**src/rtl/data_bus_arbiter.sv**
```systemverilog
// -----------------------------------------------------------------------------
// data_bus_arbiter
//
// Purpose:
//   Shares the single data-memory port between two requesters, M0 (LSU side)
//   and M1 (DMA/debug loader). Each access is sequenced as
//   IDLE -> ISSUE -> WAIT -> RESP. ISSUE drives a one-cycle registered memory
//   request. WAIT counts out the fixed memory latency and captures read data.
//   RESP pulses the winner's rvalid.
//
// Parameters:
//   MEM_LATENCY  cycles from the mem_req_o cycle until mem_rdata_i is valid
//                (1..7)
//   ADDR_W       address width
//
// Ports:
//   clk_i, rst_i                 clock (rising edge), synchronous active-high
//                                reset
//   mX_req_i/we_i/be_i/addr_i/wdata_i  per-master request fields (X = 0, 1)
//   mX_gnt_o                     one-cycle pulse when the access is issued
//   mX_rvalid_o                  one-cycle completion pulse
//   mX_rdata_o                   captured read data, held until the next read
//                                completion for that master
//   m0_stall_o                   m0_req_i & ~m0_rvalid_o
//   mem_req_o/we_o/be_o/addr_o/wdata_o  registered memory request
//   mem_rdata_i                  memory read data
//   busy_o                       FSM not in IDLE
//
// Build option:
//   DATA_BUS_ARB_FIXED_PRIO_EN   when defined, M0 always wins a tie and no
//                                round-robin pointer exists. When undefined,
//                                ties are resolved round-robin.
// -----------------------------------------------------------------------------
module data_bus_arbiter #(
  parameter int MEM_LATENCY = 1,
  parameter int ADDR_W      = 32
) (
  input  logic              clk_i,
  input  logic              rst_i,
  input  logic              m0_req_i,
  input  logic              m1_req_i,
  input  logic              m0_we_i,
  input  logic              m1_we_i,
  input  logic [3:0]        m0_be_i,
  input  logic [3:0]        m1_be_i,
  input  logic [ADDR_W-1:0] m0_addr_i,
  input  logic [ADDR_W-1:0] m1_addr_i,
  input  logic [31:0]       m0_wdata_i,
  input  logic [31:0]       m1_wdata_i,
  output logic              m0_gnt_o,
  output logic              m1_gnt_o,
  output logic              m0_rvalid_o,
  output logic              m1_rvalid_o,
  output logic [31:0]       m0_rdata_o,
  output logic [31:0]       m1_rdata_o,
  output logic              m0_stall_o,
  output logic              mem_req_o,
  output logic              mem_we_o,
  output logic [3:0]        mem_be_o,
  output logic [ADDR_W-1:0] mem_addr_o,
  output logic [31:0]       mem_wdata_o,
  input  logic [31:0]       mem_rdata_i,
  output logic              busy_o
);

  localparam logic [1:0] ST_IDLE  = 2'd0;
  localparam logic [1:0] ST_ISSUE = 2'd1;
  localparam logic [1:0] ST_WAIT  = 2'd2;
  localparam logic [1:0] ST_RESP  = 2'd3;

  logic [1:0]        state_reg;
  logic              win_reg;       // 0 = M0, 1 = M1
  logic              we_reg;        // kept past ISSUE to decide on capture
  logic [2:0]        wait_cnt_reg;
  logic              mem_req_reg;
  logic              mem_we_reg;
  logic [3:0]        mem_be_reg;
  logic [ADDR_W-1:0] mem_addr_reg;
  logic [31:0]       mem_wdata_reg;

  logic [1:0]        req;
  logic              tie_pick;      // winner when both masters request
  logic              win_next;
  logic              sel_we;
  logic [3:0]        sel_be;
  logic [ADDR_W-1:0] sel_addr;
  logic [31:0]       sel_wdata;
  logic              capture;
  logic [1:0]        gnt;
  logic [1:0]        rvalid;

  assign req = {m1_req_i, m0_req_i};

`ifdef DATA_BUS_ARB_FIXED_PRIO_EN
  assign tie_pick = 1'b0;
`else
  logic rr_ptr_reg;

  assign tie_pick = rr_ptr_reg;

  // The pointer always favours the master that did not win last time.
  always_ff @(posedge clk_i) begin
    if (rst_i) begin
      rr_ptr_reg <= 1'b0;
    end else if ((state_reg == ST_IDLE) && (|req)) begin
      rr_ptr_reg <= ~win_next;
    end
  end
`endif

  always_comb begin
    win_next = 1'b0;
    case (req)
      2'b10:   win_next = 1'b1;
      2'b11:   win_next = tie_pick;
      default: win_next = 1'b0;
    endcase
  end

  assign sel_we    = win_next ? m1_we_i    : m0_we_i;
  assign sel_be    = win_next ? m1_be_i    : m0_be_i;
  assign sel_addr  = win_next ? m1_addr_i  : m0_addr_i;
  assign sel_wdata = win_next ? m1_wdata_i : m0_wdata_i;

  // The memory-side registers are loaded on the IDLE->ISSUE edge. As a
  // result, mem_req_o is high exactly while the FSM sits in ISSUE. After
  // ISSUE, req/we/be clear, and addr/wdata keep their last value.
  always_ff @(posedge clk_i) begin
    if (rst_i) begin
      state_reg     <= ST_IDLE;
      win_reg       <= 1'b0;
      we_reg        <= 1'b0;
      wait_cnt_reg  <= 3'd0;
      mem_req_reg   <= 1'b0;
      mem_we_reg    <= 1'b0;
      mem_be_reg    <= 4'd0;
      mem_addr_reg  <= '0;
      mem_wdata_reg <= 32'd0;
    end else begin
      case (state_reg)
        ST_IDLE: begin
          if (|req) begin
            win_reg       <= win_next;
            we_reg        <= sel_we;
            mem_req_reg   <= 1'b1;
            mem_we_reg    <= sel_we;
            mem_be_reg    <= sel_be;
            mem_addr_reg  <= sel_addr;
            mem_wdata_reg <= sel_wdata;
            state_reg     <= ST_ISSUE;
          end
        end
        ST_ISSUE: begin
          mem_req_reg  <= 1'b0;
          mem_we_reg   <= 1'b0;
          mem_be_reg   <= 4'd0;
          wait_cnt_reg <= 3'(MEM_LATENCY - 1);
          state_reg    <= ST_WAIT;
        end
        ST_WAIT: begin
          if (wait_cnt_reg == 3'd0) begin
            state_reg <= ST_RESP;
          end else begin
            wait_cnt_reg <= wait_cnt_reg - 3'd1;
          end
        end
        default: begin
          state_reg <= ST_IDLE;
        end
      endcase
    end
  end

  // The last WAIT cycle is the cycle in which memory read data is valid.
  assign capture = (state_reg == ST_WAIT) && (wait_cnt_reg == 3'd0) && !we_reg;

  generate
    for (genvar gi = 0; gi < 2; gi++) begin : g_master
      logic [31:0] rdata_reg;

      always_ff @(posedge clk_i) begin
        if (rst_i) begin
          rdata_reg <= 32'd0;
        end else if (capture && (win_reg == 1'(gi))) begin
          rdata_reg <= mem_rdata_i;
        end
      end

      assign gnt[gi]    = (state_reg == ST_ISSUE) && (win_reg == 1'(gi));
      assign rvalid[gi] = (state_reg == ST_RESP)  && (win_reg == 1'(gi));
    end
  endgenerate

  assign m0_gnt_o    = gnt[0];
  assign m1_gnt_o    = gnt[1];
  assign m0_rvalid_o = rvalid[0];
  assign m1_rvalid_o = rvalid[1];
  assign m0_rdata_o  = g_master[0].rdata_reg;
  assign m1_rdata_o  = g_master[1].rdata_reg;
  assign m0_stall_o  = m0_req_i & ~rvalid[0];

  assign mem_req_o   = mem_req_reg;
  assign mem_we_o    = mem_we_reg;
  assign mem_be_o    = mem_be_reg;
  assign mem_addr_o  = mem_addr_reg;
  assign mem_wdata_o = mem_wdata_reg;
  assign busy_o      = (state_reg != ST_IDLE);

endmodule

```
**config.mk**
```make
export PLATFORM = sky130hd
export DESIGN_NAME = data_bus_arbiter
export DESIGN_NICKNAME = d
export VERILOG_FILES = /design/src/rtl/data_bus_arbiter.sv
export SDC_FILE = /design/constraint.sdc
export NUM_CORES = 1
export LEC_CHECK = 0
export ABC_AREA = 1
export CORE_UTILIZATION = 44
export CTS_CLUSTER_SIZE = 40
export DETAILED_ROUTE_END_ITERATION = 8
export GPL_TIMING_DRIVEN = 0
export PLACE_DENSITY_LB_ADDON = 0.3
export REMOVE_ABC_BUFFERS = 1
export SYNTH_ARGS = -nofsm -noshare
export SYNTH_HDL_FRONTEND = slang
export SYNTH_SLANG_ARGS = --single-unit
```
**constraint.sdc**
```tcl
create_clock -name clk_i -period 3.4 [get_ports clk_i]
set_clock_uncertainty 0.1 [all_clocks]
set_input_delay 0.68 -clock clk_i [delete_from_list [all_inputs] [get_ports clk_i]]
set_output_delay 0.68 -clock clk_i [all_outputs]
set_load 0.01 [all_outputs]
```
* Yosys cells after proc, flatten, opt, wreduce, memory -nomap -nowiden
Cells that the tools add are included.
** Storage, ports and cells
- Output and inout port bits :: 140
- Bits in registers :: 142
** Cells by class
- Bitwise operators :: 4
- Add/subtract/negate cells :: 1
- Equal/unequal tests :: 8
- Mux-type cells :: 16
- Reduce and logical (&&, ||, !) cells :: 20
** Operators by type and width (count)
- 32-bit two-way mux :: 2
- 1-bit logical AND :: 9
- 2-bit equality test, second input constant :: 4
- 4-bit two-way mux :: 2
- 4-bit case mux with 2 select lines :: 1
- 2-bit AND reduction :: 4
- 1-bit case mux with 2 select lines :: 3
- 2-bit case mux with 3 select lines :: 1
- 3-bit case mux with 2 select lines :: 1
- 2-bit nonzero test :: 3
- 2-bit two-way mux :: 2
- 2-bit != test, second input constant :: 2
- 3-bit logical NOT :: 1
- 1-bit two-way mux :: 3
- 3-bit two-way mux :: 1
- 1-bit inverter :: 3
- 3-bit by 1-bit subtractor with 3-bit output, second input constant :: 1
- 2-bit by 1-bit equality test with 1-bit output, second input constant :: 1
- 2-bit logical NOT :: 1
- 2-bit by 1-bit != test with 1-bit output, second input constant :: 1
- 2-bit OR reduction :: 1
- 1-bit bitwise AND :: 1
- 1-bit logical NOT :: 1

* Depth between registers and ports, before layout
Gate-level depths: netlist (run 1).
- Depth in word-level cells :: 5
- Mapped depth :: 11
- Depth with buffers taken out :: 9

* Least setup slack after synthesis (run 1)
Ideal clock, no wire load.
- Path kind :: reg-to-output
- Start point :: register win_reg
- End point :: output m0_stall_o
- Stages on the path, launching flop included :: 5
- Required time :: 2620 ps
- Setup slack :: 1594 ps
- Buffers on the path :: 2
- Arrival :: 1026 ps
- Cells stage by stage :: dfxtp_1 > buf_2 > clkbuf_1 > nor2_1 > nor2_1
** Between the ends
- Word-level cells in the longest chain between the ends :: 4
** Ends and longest elaborated chain
- start: declaration :: line 72 : logic win_reg;
- start signal: assignment :: line 143 : win_reg <= win_next;
- 1-bit inverter :: line 190 : assign rvalid[gi] = (state_reg == ST_RESP) && (win_reg == 1'(gi));
- 1-bit logical AND :: line 190
- net m0_rvalid_o :: line 52 : output logic m0_rvalid_o,
- 1-bit inverter :: line 200 : assign m0_stall_o = m0_req_i & ~rvalid[0];
- 1-bit bitwise AND :: line 200
- end: declaration :: line 56 : output logic m0_stall_o,
The timed path passes the listed nets, and every way through them passes these cells.

* Final worst setup path (run 1)
- Start point :: register state_reg[0]
- End point :: output busy_o
** Between the ends
- Word-level cells in the longest chain between the ends :: 1
** Ends and longest elaborated chain
- start: declaration :: line 71 : logic [1:0] state_reg;
- start signal: assignment :: line 130 : state_reg <= ST_IDLE;
- start signal: assignment :: line 150 : state_reg <= ST_ISSUE;
- start signal: assignment :: line 158 : state_reg <= ST_WAIT;
- 2-bit nonzero test :: line 207 : assign busy_o = (state_reg != ST_IDLE);
- end: declaration :: line 63 : output logic busy_o
No other way between the ends.

==> flow_summary_export.csv, run 1 <==
group,metric,value,unit
outcome,status,"finished clean",
sta,setup_violations,0,
global_route,overflow,0,
logic_synthesis,postSynthCellCount,956,
sta,fmax,310,MHz
detailed_routing,drcViolationCount,0,
detailed_routing,drtIter0Drc,554,
critical_path,worstSetupPathType,"reg -> out",
placed_design,place_hpwl,14600,um
global_route,grt_max_degree,86,
die,io_pins,314,
cts,ctsRootBufferMaster,"clkbuf_16",
critical_path,slowest_delay,0.83,ns
critical_path,cp-start-kind,"flop",
detailed_routing,vias,7199,
sta,fin_crit_sh,0.949,
critical_path,critPathBufInv,3,
logic_synthesis,synth_edf_count,0,
logic_synthesis,synth_most_common_cell,"nor2_1",
final_layout,final_nets,1403,
placed_design,placedCellCount,1383,
die,dieHeight,123,um
cts,cts_setup_buffers,0,
global_route,track_usage,0.298,
logic_synthesis,synth_top_area_frac,0.443,
cts,cts_resized,3,
sta,tightest_slew,1.07,ns
worst_hold_path,hold_class,"reg -> reg",
detailed_routing,ant_nets,0,
critical_path,path_cells,"inv_1 -> ha_2 -> inv_1 -> clkdlybuf4s50_1",
final_layout,antenna_cells,0,
die,die_w,123,um
cts,clkSinkCount,142,
cts,cts_buffer_depth,2,
sta,final_hold_viol_count,0,
logic_synthesis,async_flop_share,0,
die,core_area,14000,um^2
detailed_routing,drt-wirelength-per-cell,16.1,um
critical_path,critical_path.top_delay_family,"buffers and inverters",
logic_synthesis,synth.yosys.seq_area_share,0.443,
detailed_routing,routed_wl,22800,um
global_route,grt_pass1_vias,6747,
pwr,pwr_density_cell,694,nW/um^2
critical_path,critPathArrivalTime,2.45,ns
die,rows,43,
critical_path,cp_max_fo,41,
sta,setup_tns,0,ns
sta,rsz0062_at_grt,"false",
pwr,ir_drop,0.368,mV
cts,clk_latency,0.42,ns
die,die-area,15100,um^2
logic_synthesis,synth_common_cells,"nor2_1, nand2_1, dfxtp_1, inv_1, nand4_1",
die,initial_utilization,0.457,
logic_synthesis,synth_flop_cell,"dfxtp_1",
global_route,grt_antenna_before_repair,0,
logic_synthesis,syn_area,6410,um^2
final_layout,final_cells,1415,
critical_path,crit_slowest_cell,"ha_2",
final_layout,final_core_util,0.729,
logic_synthesis,synth_top_area_cell,"dfxtp_1",
cts,clk_transition_reported_paths,0.06,ns
critical_path,cp-end-kind,"primary output",
pwr,p_leak,4.50,nW
pwr,total_power,7.10,mW
logic_synthesis,yosysWarnings,0,
final_layout,area_delta_synth_final,59.5,%
sta,maxSlewViolCount,0,
flow_run,maxCapViolations,0,
logic_synthesis,ys_top_cells_by_area,"dfxtp_1, nor2_1, nand2_1",
cts,htree_num_levels,4,
detailed_routing,drtPass1Iterations,5,
cts,hold_buffers,0,
final_layout,drive_above_1_share,0.0421,
logic_synthesis,synth_area_per_cell,6.71,um^2
sta,fin_crit,3.23,ns
logic_synthesis,synth_cell_type_count,22,
global_route,grt_pass1_wl,34500,um
critical_path,crit_top_cell,"inv_1",
critical_path,worstPathRequired,2.62,ns
sta,slew-limit-headroom,0.283,
placed_design,numPortBuffers,313,
placed_design,gp_congestion,0.806,
detailed_routing,viasPerCell,5.09,
cts,cts_tree,"done",
logic_synthesis,ys_seq_elements,142,
cts,cts_made_buffers,17,
## routing by layer
layer,routed length [um],track usage
met1,8740,0.325
met2,10800,0.510
met3,2450,0.109
met4,719,0.139
met5,0,0
## cells in the final DEF (no fill, tap or decap), types with 2 or more instances in the layout
master / instances
clkinv_2: 2
or2_2: 2
nand3b_1: 5
clkdlybuf4s50_1: 311
bufinv_16: 5
nand4_1: 64
o21ai_0: 27
clkinv_4: 2
nand2_1: 146
inv_1: 86
clkbuf_16: 17
nor2_1: 267
nand2_2: 2
buf_16: 3
dfxtp_1: 141
o21ai_1: 40
a21oi_1: 45
ha_1: 5
inv_2: 4
nand3_1: 44
buf_12: 2
inv_6: 3
buf_4: 2
## path summary, 6_finish.rpt
check | start | to | slack (ns) | cells past startpoint
setup reg to reg | wait_cnt_reg[0] | m1_rdata_o[8] | 0.42 | 8
hold / removal | wait_cnt_reg[1] | wait_cnt_reg[1] | 0.36 | 2
hold reg to reg | wait_cnt_reg[1] | wait_cnt_reg[1] | 0.36 | 2
setup / recovery | state_reg[0] | busy_o | 0.17 | 4
## per-stage QoR
step,setup WS [ns],hold slack (ns),instance area [um^2]
after global placement,-3.38,0.347,9440
after global routing,0.0447,0.381,10200
after floorplan,-0.146,0.333,6080
after detailed placement,-0.505,0.357,9570
after CTS,0.159,0.363,10200
final,0.173,0.359,10200
## kinds of logic after synthesis
| kind of cell | after synthesis | share of synthesized area |
|---|---|---|
| simple gates | 534 | 0.351 |
| compound gates | 113 | 0.0888 |
| fa+ha+maj | 6 | 0.0117 |
| flops | 142 | 0.443 |
| buf+inv | 161 | 0.105 |
## area by class of cell
class / count / area (um^2)
clock inverter: 13 / 211
sequential: 142 / 2840
clock buffer: 18 / 429
multi-input combinational: 654 / 2930
tap: 180 / 225
timing repair buffer: 318 / 3250
fill: 1154 / 3810
inverter: 90 / 338
## power breakdown
part           switching, mW  internal (mW)
logic                   1.59           1.27
registers              0.194           2.01
clock network          0.731           1.30
total                   2.52           4.58
## worst register-to-register path, cell delays in order, from the launching register on
cell and delay, ns:
dfxtp_1 0.32, inv_1 0.09, ha_1 0.16, ha_1 0.18
nand3_2 0.59, nor2_4 0.71, inv_2 0.42, nor2_1 0.24
nor2_1 0.07
Power figures use the tool's default switching activity.
==> run 2: changes to the inputs <==
Settings changed: RECOVER_POWER set to 100.
==> flow_summary_export.csv, run 2 (synthesis gave the netlist of run 1 again) <==
group,metric,value,unit
sta,rsz0062_at_grt,"false",
critical_path,critPathArrivalTime,2.46,ns
detailed_routing,viasPerCell,5.09,
sta,fmax,309,MHz
detailed_routing,drtPass1Iterations,5,
critical_path,worstPathRequired,2.62,ns
global_route,overflow,0,
critical_path,worstSetupPathType,"reg -> out",
sta,maxSlewViolCount,0,
global_route,grt_pass1_wl,34500,um
critical_path,critPathBufInv,3,
cts,ctsRootBufferMaster,"clkbuf_16",
sta,final_hold_viol_count,0,
critical_path,r2r_slack,0.32,ns
critical_path,rr_startpoint,"wait_cnt_reg[0]",
cts,cts_buffer_depth,2,
critical_path,cp-start-kind,"flop",
cts,cts_setup_buffers,0,
sta,tightest_slew,1.12,ns
detailed_routing,drcViolationCount,0,
die,core_area,14000,um^2
detailed_routing,routed_wl,22800,um
placed_design,place_hpwl,14600,um
die,rows,43,
final_layout,nFillCells,1157,
final_layout,area_delta_synth_final,59.2,%
sta,slew-limit-headroom,0.252,
cts,cts_made_buffers,17,
critical_path,path_cells,"inv_1 -> ha_2 -> inv_1 -> clkdlybuf4s50_1",
critical_path,crit_top_cell,"inv_1",
worst_hold_path,worstHoldStart,"wait_cnt_reg[1]",
final_layout,final_cell_mix,"nor2_1, clkdlybuf4s50_1, nand2_1",
placed_design,numPortBuffers,313,
global_route,grt_antenna_before_repair,0,
global_route,grt_max_degree,86,
critical_path,crit_slowest_cell,"ha_2",
cts,clk_transition_reported_paths,0.06,ns
placed_design,gp_congestion,0.806,
worst_hold_path,hold_class,"reg -> reg",
sta,fin_crit,3.24,ns
critical_path,cp_max_fo,41,
pwr,p_leak,4.91,nW
critical_path,r2r_end,"m0_rdata_o[0]",
critical_path,ff2ff_path_depth,7,
cts,cts_tree,"done",
flow_run,maxCapViolations,0,
sta,fin_crit_sh,0.952,
cts,cts_resized,3,
worst_hold_path,holdPathStages,2,
pwr,ir_drop,0.364,mV
final_layout,layout_commonest_cell,"nor2_1",
global_route,grt_pass1_vias,6747,
die,io_pins,314,
final_layout,antenna_cells,0,
detailed_routing,ant_nets,0,
critical_path,slowest_delay,0.83,ns
detailed_routing,drt-wirelength-per-cell,16.1,um
pwr,total_power,6.96,mW
critical_path,critical_path.top_delay_family,"buffers and inverters",
die,dieHeight,123,um
worst_hold_path,holdPathEnd,"wait_cnt_reg[1]",
detailed_routing,drtIter0Drc,472,
outcome,status,"finished clean",
global_route,track_usage,0.298,
pwr,pwr_density_cell,682,nW/um^2
final_layout,final_core_util,0.727,
final_layout,final_nets,1403,
die,initial_utilization,0.457,
cts,clk_latency,0.42,ns
critical_path,cp-end-kind,"primary output",
die,die_w,123,um
cts,htree_num_levels,4,
final_layout,drive_above_1_share,0.0413,
cts,clkSinkCount,142,
cts,hold_buffers,0,
die,die-area,15100,um^2
sta,setup_violations,0,
detailed_routing,vias,7196,
==> run 2: cell count changes in the layout (fill, tap and decap cells not counted) <==
cell             before  now
clkbuf_4              0    1
o21ai_0              27   57
clkbuf_2              0    1
inv_2                 4    3
dlygate4sd3_1         0  139
buf_4                 2    1
o21ai_1              40   10
clkdlybuf4s50_1     311  172
inv_1                86   87
buf_16                3    2
==> run 2: power by group <==
part,internal (mW),switching (mW),leakage [nW]
clock network,1.30,0.733,0.311
registers,2.01,0.177,1.16
logic,1.15,1.59,3.43
==> run 2: worst max path at each step <==
stage,from,end,slack [ns],cells after the start
after floorplan,state_reg[0],mem_addr_o[0],-0.15,8
after global placement,rst_i,wait_cnt_reg[0],-3.38,4
after detailed placement,m0_req_i,mem_wdata_o[22],-0.50,8
after CTS,state_reg[0],busy_o,0.16,4
after global routing,state_reg[0],busy_o,0.04,4
final,state_reg[0],busy_o,0.16,4
==> run 2: final cells by class <==
cell class | count | area, um^2 | share of cell area
Multi-Input combinational cell | 654 | 2930 | 0.287
Tap cell | 180 | 225 | 0.0221
Clock buffer | 18 | 429 | 0.0420
Sequential cell | 142 | 2840 | 0.279
Inverter | 90 | 338 | 0.0331
Timing Repair Buffer | 318 | 3230 | 0.316
Clock inverter | 13 | 211 | 0.0207
==> run 2: tightest hold or removal path: stages (launching register included) <==
cell and delay [ns]:
dfxtp_1 0.31, nand2_1 0.06, a21oi_1 0.05
==> run 2: stage by stage <==
step / instances / hold WS (ns) / worst slack [ns] / area (um^2) / setup TNS [ns]
2_1_floorplan: 885 / 0.333 / -0.146 / 6080 / -9.41
3_3_place_gp: 1378 / 0.347 / -3.38 / 9440 / -386.50
3_5_place_dp: 1383 / 0.357 / -0.505 / 9570 / -37.26
4_1_cts: 1415 / 0.363 / 0.159 / 10200 / 0
5_1_grt: 1415 / 0.381 / 0.0447 / 10200 / 0
6_report: 1415 / 0.359 / 0.164 / 10200 / 0
==> run 2: per-layer routing <==
metal / share of wire / wire [um] / global-route usage / up-vias
met4: 0.032 / 719 / 0.139 / 0
met3: 0.11 / 2490 / 0.109 / 44
met1: 0.38 / 8630 / 0.325 / 3263
met2: 0.48 / 10900 / 0.510 / 324
li1: - / - / - / 3565
met5: 0 / 0 / 0 / -
